--- config.mk ---
export PLATFORM = sky130hd
export DESIGN_NAME = alu_exec_unit
export DESIGN_NICKNAME = d
export VERILOG_FILES = /design/src/rtl/alu_exec_unit.sv
export SDC_FILE = /design/constraint.sdc
export NUM_CORES = 1
export LEC_CHECK = 0
export BUFFER_PORTS_ARGS = -buffer_cell sky130_fd_sc_hd__buf_2
export CORE_MARGIN = 3
export CORE_UTILIZATION = 45
export CTS_CLUSTER_SIZE = 28
export DETAILED_ROUTE_END_ITERATION = 12
export PLACE_DENSITY = 0.71
export SYNTH_ARGS = -nofsm -noshare
export SYNTH_HDL_FRONTEND = slang
export SYNTH_SLANG_ARGS = --single-unit
--- constraint.sdc ---
create_clock -name clk -period 6.5 [get_ports clk]
set_input_delay 0.325 -clock clk [delete_from_list [all_inputs] [get_ports clk]]
set_output_delay 0.325 -clock clk [all_outputs]
set_load 0.01 [all_outputs]
--- src/rtl/alu_exec_unit.sv ---
// Execute-stage ALU with integrated RV32I/RV64I + M-extension decode.
// Single-cycle ops register their result on the accept edge; MUL/DIV/REM share one iterative datapath.
module alu_exec_unit #(
  parameter int XLEN      = 32,
  parameter bit EN_MULDIV = 1'b1
) (
  input  logic            clk,
  input  logic            rst,
  input  logic            in_valid,
  output logic            in_ready,
  input  logic [31:0]     instr,
  input  logic [1:0]      alu_op,
  input  logic [XLEN-1:0] op_a,
  input  logic [XLEN-1:0] op_b,
  output logic            out_valid,
  input  logic            out_ready,
  output logic [XLEN-1:0] result,
  output logic            out_illegal,
  output logic            busy,
  output logic [1:0]      o_dbg_state
);

  // Handshake: an input transfer happens on a rising edge where in_valid & in_ready,
  // an output transfer where out_valid & out_ready; out_valid/result/out_illegal hold until taken.

  localparam int SW = $clog2(XLEN);

  typedef enum logic [1:0] {
    S_IDLE = 2'd0,
    S_ITER = 2'd1,
    S_FIX  = 2'd2
  } state_t;

  typedef enum logic [4:0] {
    OP_ADD, OP_SUB, OP_SLL, OP_SLT, OP_SLTU, OP_XOR, OP_SRL, OP_SRA, OP_OR, OP_AND,
    OP_MUL, OP_MULH, OP_MULHSU, OP_MULHU, OP_DIV, OP_DIVU, OP_REM, OP_REMU, OP_ILL
  } op_t;

  state_t            r_state;
  state_t            w_state_nxt;
  logic [SW-1:0]     r_cnt;
  logic [XLEN-1:0]   r_hi;
  logic [XLEN-1:0]   r_lo;
  logic [XLEN-1:0]   r_b;
  logic              r_a_neg;
  logic              r_b_neg;
  logic              r_dz;
  op_t               r_mop;
  logic [XLEN-1:0]   r_result;
  logic              r_out_valid;
  logic              r_out_illegal;

  logic [2:0]        w_f3;
  logic [6:0]        w_f7;
  op_t               w_op;
  logic              w_is_m;
  logic              w_is_div;
  logic              w_accept;
  logic [SW-1:0]     w_shamt;
  logic [XLEN-1:0]   w_alu;
  logic              w_a_sgn;
  logic              w_b_sgn;
  logic              w_a_neg;
  logic              w_b_neg;
  logic [XLEN-1:0]   w_abs_a;
  logic [XLEN-1:0]   w_abs_b;
  logic              w_iter_div;
  logic [XLEN:0]     w_mul_sum;
  logic [XLEN:0]     w_rem_sh;
  logic [XLEN+1:0]   w_diff;
  logic              w_qbit;
  logic [2*XLEN-1:0] w_prod;
  logic [2*XLEN-1:0] w_prod_s;
  logic [XLEN-1:0]   w_quo;
  logic [XLEN-1:0]   w_rem;
  logic [XLEN-1:0]   w_fix;
  logic              w_unused;

  function automatic op_t base_op(input logic [2:0] f3, input logic alt);
    case (f3)
      3'b000:  base_op = OP_ADD;
      3'b001:  base_op = OP_SLL;
      3'b010:  base_op = OP_SLT;
      3'b011:  base_op = OP_SLTU;
      3'b100:  base_op = OP_XOR;
      3'b101:  base_op = alt ? OP_SRA : OP_SRL;
      3'b110:  base_op = OP_OR;
      default: base_op = OP_AND;
    endcase
  endfunction

  function automatic op_t m_op(input logic [2:0] f3);
    case (f3)
      3'b000:  m_op = OP_MUL;
      3'b001:  m_op = OP_MULH;
      3'b010:  m_op = OP_MULHSU;
      3'b011:  m_op = OP_MULHU;
      3'b100:  m_op = OP_DIV;
      3'b101:  m_op = OP_DIVU;
      3'b110:  m_op = OP_REM;
      default: m_op = OP_REMU;
    endcase
  endfunction

  assign w_f3 = instr[14:12];
  assign w_f7 = instr[31:25];

  always_comb begin
    w_op = OP_ILL;
    case (alu_op)
      2'b00: w_op = OP_ADD;
      2'b01: w_op = OP_SUB;
      2'b10: begin
        if (w_f7 == 7'b0000000) begin
          w_op = base_op(w_f3, 1'b0);
        end else if (w_f7 == 7'b0100000) begin
          if (w_f3 == 3'b000)      w_op = OP_SUB;
          else if (w_f3 == 3'b101) w_op = OP_SRA;
          else                     w_op = OP_ILL;
        end else if ((w_f7 == 7'b0000001) && EN_MULDIV) begin
          w_op = m_op(w_f3);
        end else begin
          w_op = OP_ILL;
        end
      end
      default: begin
        // I-type: instr[30] only matters for the right shift; a SLLI with it set is malformed.
        if ((w_f3 == 3'b001) && instr[30]) w_op = OP_ILL;
        else                               w_op = base_op(w_f3, instr[30]);
      end
    endcase
  end

  assign w_is_m   = (w_op == OP_MUL)  || (w_op == OP_MULH) || (w_op == OP_MULHSU) ||
                    (w_op == OP_MULHU) || w_is_div;
  assign w_is_div = (w_op == OP_DIV) || (w_op == OP_DIVU) || (w_op == OP_REM) || (w_op == OP_REMU);
  assign in_ready = (r_state == S_IDLE) & (~r_out_valid | out_ready);
  assign w_accept = in_valid & in_ready;
  assign w_shamt  = op_b[SW-1:0];

  always_comb begin
    w_alu = '0;
    case (w_op)
      OP_ADD:  w_alu = op_a + op_b;
      OP_SUB:  w_alu = op_a - op_b;
      OP_SLL:  w_alu = op_a << w_shamt;
      OP_SLT:  w_alu = {{(XLEN-1){1'b0}}, $signed(op_a) < $signed(op_b)};
      OP_SLTU: w_alu = {{(XLEN-1){1'b0}}, op_a < op_b};
      OP_XOR:  w_alu = op_a ^ op_b;
      OP_SRL:  w_alu = op_a >> w_shamt;
      OP_SRA:  w_alu = $signed(op_a) >>> w_shamt;
      OP_OR:   w_alu = op_a | op_b;
      OP_AND:  w_alu = op_a & op_b;
      default: w_alu = '0;
    endcase
  end

  // The iterative datapath works on magnitudes; signs are re-applied in FIX.
  assign w_a_sgn = (w_op == OP_MUL) || (w_op == OP_MULH) || (w_op == OP_MULHSU) ||
                   (w_op == OP_DIV) || (w_op == OP_REM);
  assign w_b_sgn = (w_op == OP_MUL) || (w_op == OP_MULH) || (w_op == OP_DIV) || (w_op == OP_REM);
  assign w_a_neg = w_a_sgn & op_a[XLEN-1];
  assign w_b_neg = w_b_sgn & op_b[XLEN-1];
  assign w_abs_a = w_a_neg ? -op_a : op_a;
  assign w_abs_b = w_b_neg ? -op_b : op_b;

  // Multiply: {r_hi,r_lo} shifts right, multiplier consumed from r_lo[0].
  // Divide: restoring, partial remainder in r_hi, dividend shifts out of r_lo as quotient shifts in.
  assign w_iter_div = (r_mop == OP_DIV) || (r_mop == OP_DIVU) || (r_mop == OP_REM) || (r_mop == OP_REMU);
  assign w_mul_sum  = {1'b0, r_hi} + (r_lo[0] ? {1'b0, r_b} : {(XLEN+1){1'b0}});
  assign w_rem_sh   = {r_hi, r_lo[XLEN-1]};
  assign w_diff     = {1'b0, w_rem_sh} - {2'b00, r_b};
  assign w_qbit     = ~w_diff[XLEN+1];

  assign w_prod   = {r_hi, r_lo};
  assign w_prod_s = (r_a_neg ^ r_b_neg) ? -w_prod : w_prod;
  assign w_quo    = r_dz ? {XLEN{1'b1}} : ((r_a_neg ^ r_b_neg) ? -r_lo : r_lo);
  assign w_rem    = r_a_neg ? -r_hi : r_hi;

  always_comb begin
    w_fix = '0;
    case (r_mop)
      OP_MUL:                        w_fix = w_prod_s[XLEN-1:0];
      OP_MULH, OP_MULHSU, OP_MULHU:  w_fix = w_prod_s[2*XLEN-1:XLEN];
      OP_DIV, OP_DIVU:               w_fix = w_quo;
      OP_REM, OP_REMU:               w_fix = w_rem;
      default:                       w_fix = '0;
    endcase
  end

  always_ff @(posedge clk or posedge rst) begin
    if (rst) r_state <= S_IDLE;
    else     r_state <= w_state_nxt;
  end

  always_comb begin
    w_state_nxt = r_state;
    case (r_state)
      S_IDLE:  if (w_accept && w_is_m) w_state_nxt = S_ITER;
      S_ITER:  if (r_cnt == SW'(XLEN-1)) w_state_nxt = S_FIX;
      S_FIX:   w_state_nxt = S_IDLE;
      default: w_state_nxt = S_IDLE;
    endcase
  end

  always_ff @(posedge clk or posedge rst) begin
    if (rst) begin
      r_cnt         <= '0;
      r_hi          <= '0;
      r_lo          <= '0;
      r_b           <= '0;
      r_a_neg       <= 1'b0;
      r_b_neg       <= 1'b0;
      r_dz          <= 1'b0;
      r_mop         <= OP_ADD;
      r_result      <= '0;
      r_out_valid   <= 1'b0;
      r_out_illegal <= 1'b0;
    end else begin
      case (r_state)
        S_IDLE: begin
          if (w_accept && w_is_m) begin
            r_hi          <= '0;
            r_lo          <= w_is_div ? w_abs_a : w_abs_b;
            r_b           <= w_is_div ? w_abs_b : w_abs_a;
            r_a_neg       <= w_a_neg;
            r_b_neg       <= w_b_neg;
            r_dz          <= (op_b == '0);
            r_mop         <= w_op;
            r_cnt         <= '0;
            r_out_valid   <= 1'b0;
            r_out_illegal <= 1'b0;
          end else if (w_accept) begin
            r_result      <= (w_op == OP_ILL) ? '0 : w_alu;
            r_out_illegal <= (w_op == OP_ILL);
            r_out_valid   <= 1'b1;
          end else if (out_ready) begin
            r_out_valid   <= 1'b0;
          end
        end
        S_ITER: begin
          if (w_iter_div) begin
            r_hi <= w_qbit ? w_diff[XLEN-1:0] : w_rem_sh[XLEN-1:0];
            r_lo <= {r_lo[XLEN-2:0], w_qbit};
          end else begin
            r_hi <= w_mul_sum[XLEN:1];
            r_lo <= {w_mul_sum[0], r_lo[XLEN-1:1]};
          end
          r_cnt <= r_cnt + 1'b1;
        end
        S_FIX: begin
          r_result      <= w_fix;
          r_out_illegal <= 1'b0;
          r_out_valid   <= 1'b1;
        end
        default: r_out_valid <= 1'b0;
      endcase
    end
  end

  assign out_valid   = r_out_valid;
  assign result      = r_result;
  assign out_illegal = r_out_illegal;
  assign busy        = (r_state != S_IDLE);
  assign o_dbg_state = r_state;

  // Fields of the instruction word the ALU never looks at, plus the diff carry bit.
  assign w_unused = ^{instr[24:15], instr[11:0], w_diff[XLEN]};

endmodule
==> results.yml <==
sta:
  setup_viol: 0
  fin_skew_ps: 11.9
  worst_pin_slew_ps: 1540
  fin_ws_ps: 1790
  finalCriticalPeriod_ps: 4710
  tns_ps: 0
  clock.fmax_ghz: 0.212
  slew_violations: 2
  fin_crit_sh_pct: 72.5
  hold_viol_final: 2
  hold_ws_ps: -6.29
  maxSlewHeadroom_pct: -3.72
  rsz0062_at_grt: "no"
die:
  die_height_um: 231
  dieWidth_um: 231
  die-area_mm2: 0.0534
  core_mm2: 0.0495
  start_util_pct: 46.1
  num_rows: 81
  io_pins: 140
layout:
  final_common_cell: "nand2_1"
  final_cells: 3816
  layout-area-overhead-vs-synth_pct: 7.15
  final_cell_mix: "nand2_1 (334), nor2_1 (311), o21ai_0 (297)"
  fin_area_mm2: 0.0244
  nNetsFinal: 3412
  drive_above_1_share_pct: 9.84
global_routing:
  grt_pass1_wl_mm: 155
  overflow: 0
  grt_use_total_pct: 38.4
  grt_pass1_vias: 23100
  antenna_found_initial: 3
  grt_start_max_net_pins: 81
power:
  power.switching_w: 0.00573
  switching_share_pct: 53.9
  power_density_mw_per_mm2: 435
  clkPwrFrac_pct: 10.4
  power_w: 0.0106
  seq_power_share_pct: 20.1
  leakage_nw: 10.1
  comb_power_share_pct: 69.5
  intPower_w: 0.00490
  ir_drop_mv: 0.375
route:
  postRouteAntennaNets: 0
  wirelength_mm: 106
  drc: 0
  vias: 26000
  detail_route.wl_per_cell_um: 27.8
  dr.pass1.iters: 6
  viasPerCell: 6.82
  drt_iter0_markers: 3447
yosys:
  synth_flop_cell: "dfrtp_1"
  synth_enable_flop_cells: 0
  synth_nets: 3472
  synth-adder-area-share_pct: 9.52
  async_flop_share_pct: 100
  synth_mux_area_share_pct: 7.46
  netlist_instances: 3199
  ys_ff_latch: 145
  yosysWarnings: 0
  synth_compound_area_share_pct: 31.4
  yosys.area_share.xor_xnor_pct: 8.38
  synthDistinctLibCells: 89
  synth_top_family_by_area: "compound AO/OA/AOI/OAI gates"
  yosysSeqAreaShare_pct: 15.9
  synthesis.area_mm2: 0.0228
  yosys.area_share.simple_pct: 20.2
  avgSynthCellArea_um2: 7.13
cts:
  clkLatencyLatePin_ps: 460
  ctsRootBufferMaster: "clkbuf_16"
  clockBufferDepth: 2
  path_clk_slew_ps: 70
  cts_resized: 0
  cts.sinks: 145
  cts_tree: "built"
  post-cts-setup-buffers: 0
  cts_buffers: 17
  h-tree-depth: 4
  cts_hold_buf: 0
setup_path:
  path_delay_family: "compound AO/OA/AOI/OAI gates"
  worstSetupStartpointType: "flop"
  criticalPathCategory: "reg2reg"
  cp_max_fo: 23
  worst-r2r-setup-slack_ps: 1790
  critical_path.most_common_cell: "nor2_1"
  cp.arrival_ps: 5020
  crit_slowest_cell: "inv_1"
  slowest_delay_ps: 640
  path_buf_inv: 1
  worstPathCellList: "inv_1, nor2_1, fa_1, a211oi_1, nor2_1, o21a_1, nor2_1, o221ai_1, o21ai_0, o31ai_1, nand3_1, nand2_1, a2111oi_0, nor3_1"
  rr_startpoint: "r_lo[0]"
  reg2regPathDepth: 14
  reg2reg_to: "r_hi[31]"
  required_ps: 6810
  end_kind: "flop"
placed_design:
  gp_congestion: 1.05
  numPortBuffers: 117
  dp_cells: 3784
  place_ws_ps: 1760
  place_area_mm2: 0.0238
  place_hpwl_mm: 81.6
outcome:
  outcome: "finished, violations left"
  violations: "hold timing, capacitance limit, slew limit"
run:
  maxCapViolations: 1
min_path:
  hold_class: "in2async"
state kept, by name, indices dropped and copies added, names as in the netlist, 2 cells and up:
signal       flops
r_mop            5
r_cnt            5
r_hi            32
r_b             32
result          32
r_lo            32
o_dbg_state      2
power groups by stage:
stage	combinational, W	sequential [W]	clock [W]
floorplan	0.00548	0.00174	0
global placement	0.00712	0.00210	0
detailed placement	0.00719	0.00211	0
CTS	0.00723	0.00210	0.00110
global route	0.00810	0.00218	0.00113
finish	0.00739	0.00214	0.00110
per-stage QoR:
stage | hold WS (ps) | util (%)
global placement | 491 | 48.1
CTS | 29.0 | 49.4
floorplan | 421 | -
finish | -6.29 | 49.4
detailed placement | 497 | 48.1
global route | 62.1 | 49.4
logic make-up after synthesis:
family,Yosys count
xor+xnor,218
mux,112
flops,145
buf+inv,426
compound gates,1108
simple gates,1019
fa+ha+maj,171
per-layer routing:
layer	track usage (%)	up-vias	wire length, um
li1	-	11600	-
met1	51.6	12500	42000
met2	56.9	1640	44800
met3	9.34	295	12600
met4	20.0	6	6580
met5	0	-	41
worst reg2reg max path, cell delays in order (launching register included):
cell and delay [ps]:
dfrtp_1 470, inv_1 640, nor2_1 190, fa_1 500, a211oi_1 270, nor2_1 100, o21a_1 180, nor2_1 280
o221ai_1 300, o21ai_0 560, o31ai_1 250, nand3_1 130, nand2_1 80, a2111oi_0 500, nor3_1 120
cell usage after synthesis (10+ instances only):
cell type	instances	share of area, %
nand2_1	335	5.5
clkbuf_1	221	3.6
o22ai_1	44	1.2
nand2b_1	29	0.80
nand3_1	63	1.4
o41ai_1	15	0.58
o211ai_1	53	1.7
a211o_1	11	0.42
o21a_1	17	0.56
a31oi_1	31	0.85
o21bai_1	27	0.89
a22oi_1	29	0.96
mux2_2	13	0.64
and2_1	10	0.27
or4_1	10	0.33
a21oi_1	252	5.5
xnor2_1	142	5.5
inv_1	173	2.8
buf_1	22	0.36
mux2i_1	54	2.4
o221ai_1	20	0.77
a22o_1	20	0.77
nor2_1	314	5.2
nor2b_1	16	0.44
o31a_1	11	0.42
nor4_1	24	0.66
mux4_2	45	4.4
a21o_1	40	1.3
or2_2	12	0.33
o21ai_0	298	6.5
nor3_1	113	2.5
ha_1	167	9.2
a221o_1	11	0.48
a221oi_1	41	1.6
o31ai_1	68	2.2
a211oi_1	34	1.1
dfrtp_1	145	16
nand4_1	25	0.69
or3_1	30	0.82
xor2_1	76	2.9
final cells by class:
type | count | area [um^2]
multi-input cells | 2628 | 17700
well taps | 664 | 831
repair buffers | 172 | 1000
clock buffers | 20 | 457
diodes | 1 | 2.50
flip-flops and latches | 145 | 3630
inverters | 175 | 662
fillers | 5058 | 25000
clock inverters | 11 | 176
worst max-delay path by stage:
stage | start | endpoint | slack [ps] | cells after the start
finish | r_lo[0] | r_hi[31] | 1790 | 14
global route | r_lo[0] | r_hi[30] | 1470 | 14
CTS | r_lo[0] | r_hi[31] | 1870 | 14
detailed placement | instr[12] | result[9] | 1760 | 12
global placement | op_b[1] | result[29] | 1740 | 15
floorplan | op_b[2] | result[26] | 2200 | 16
(Power assumes the default switching activity.)
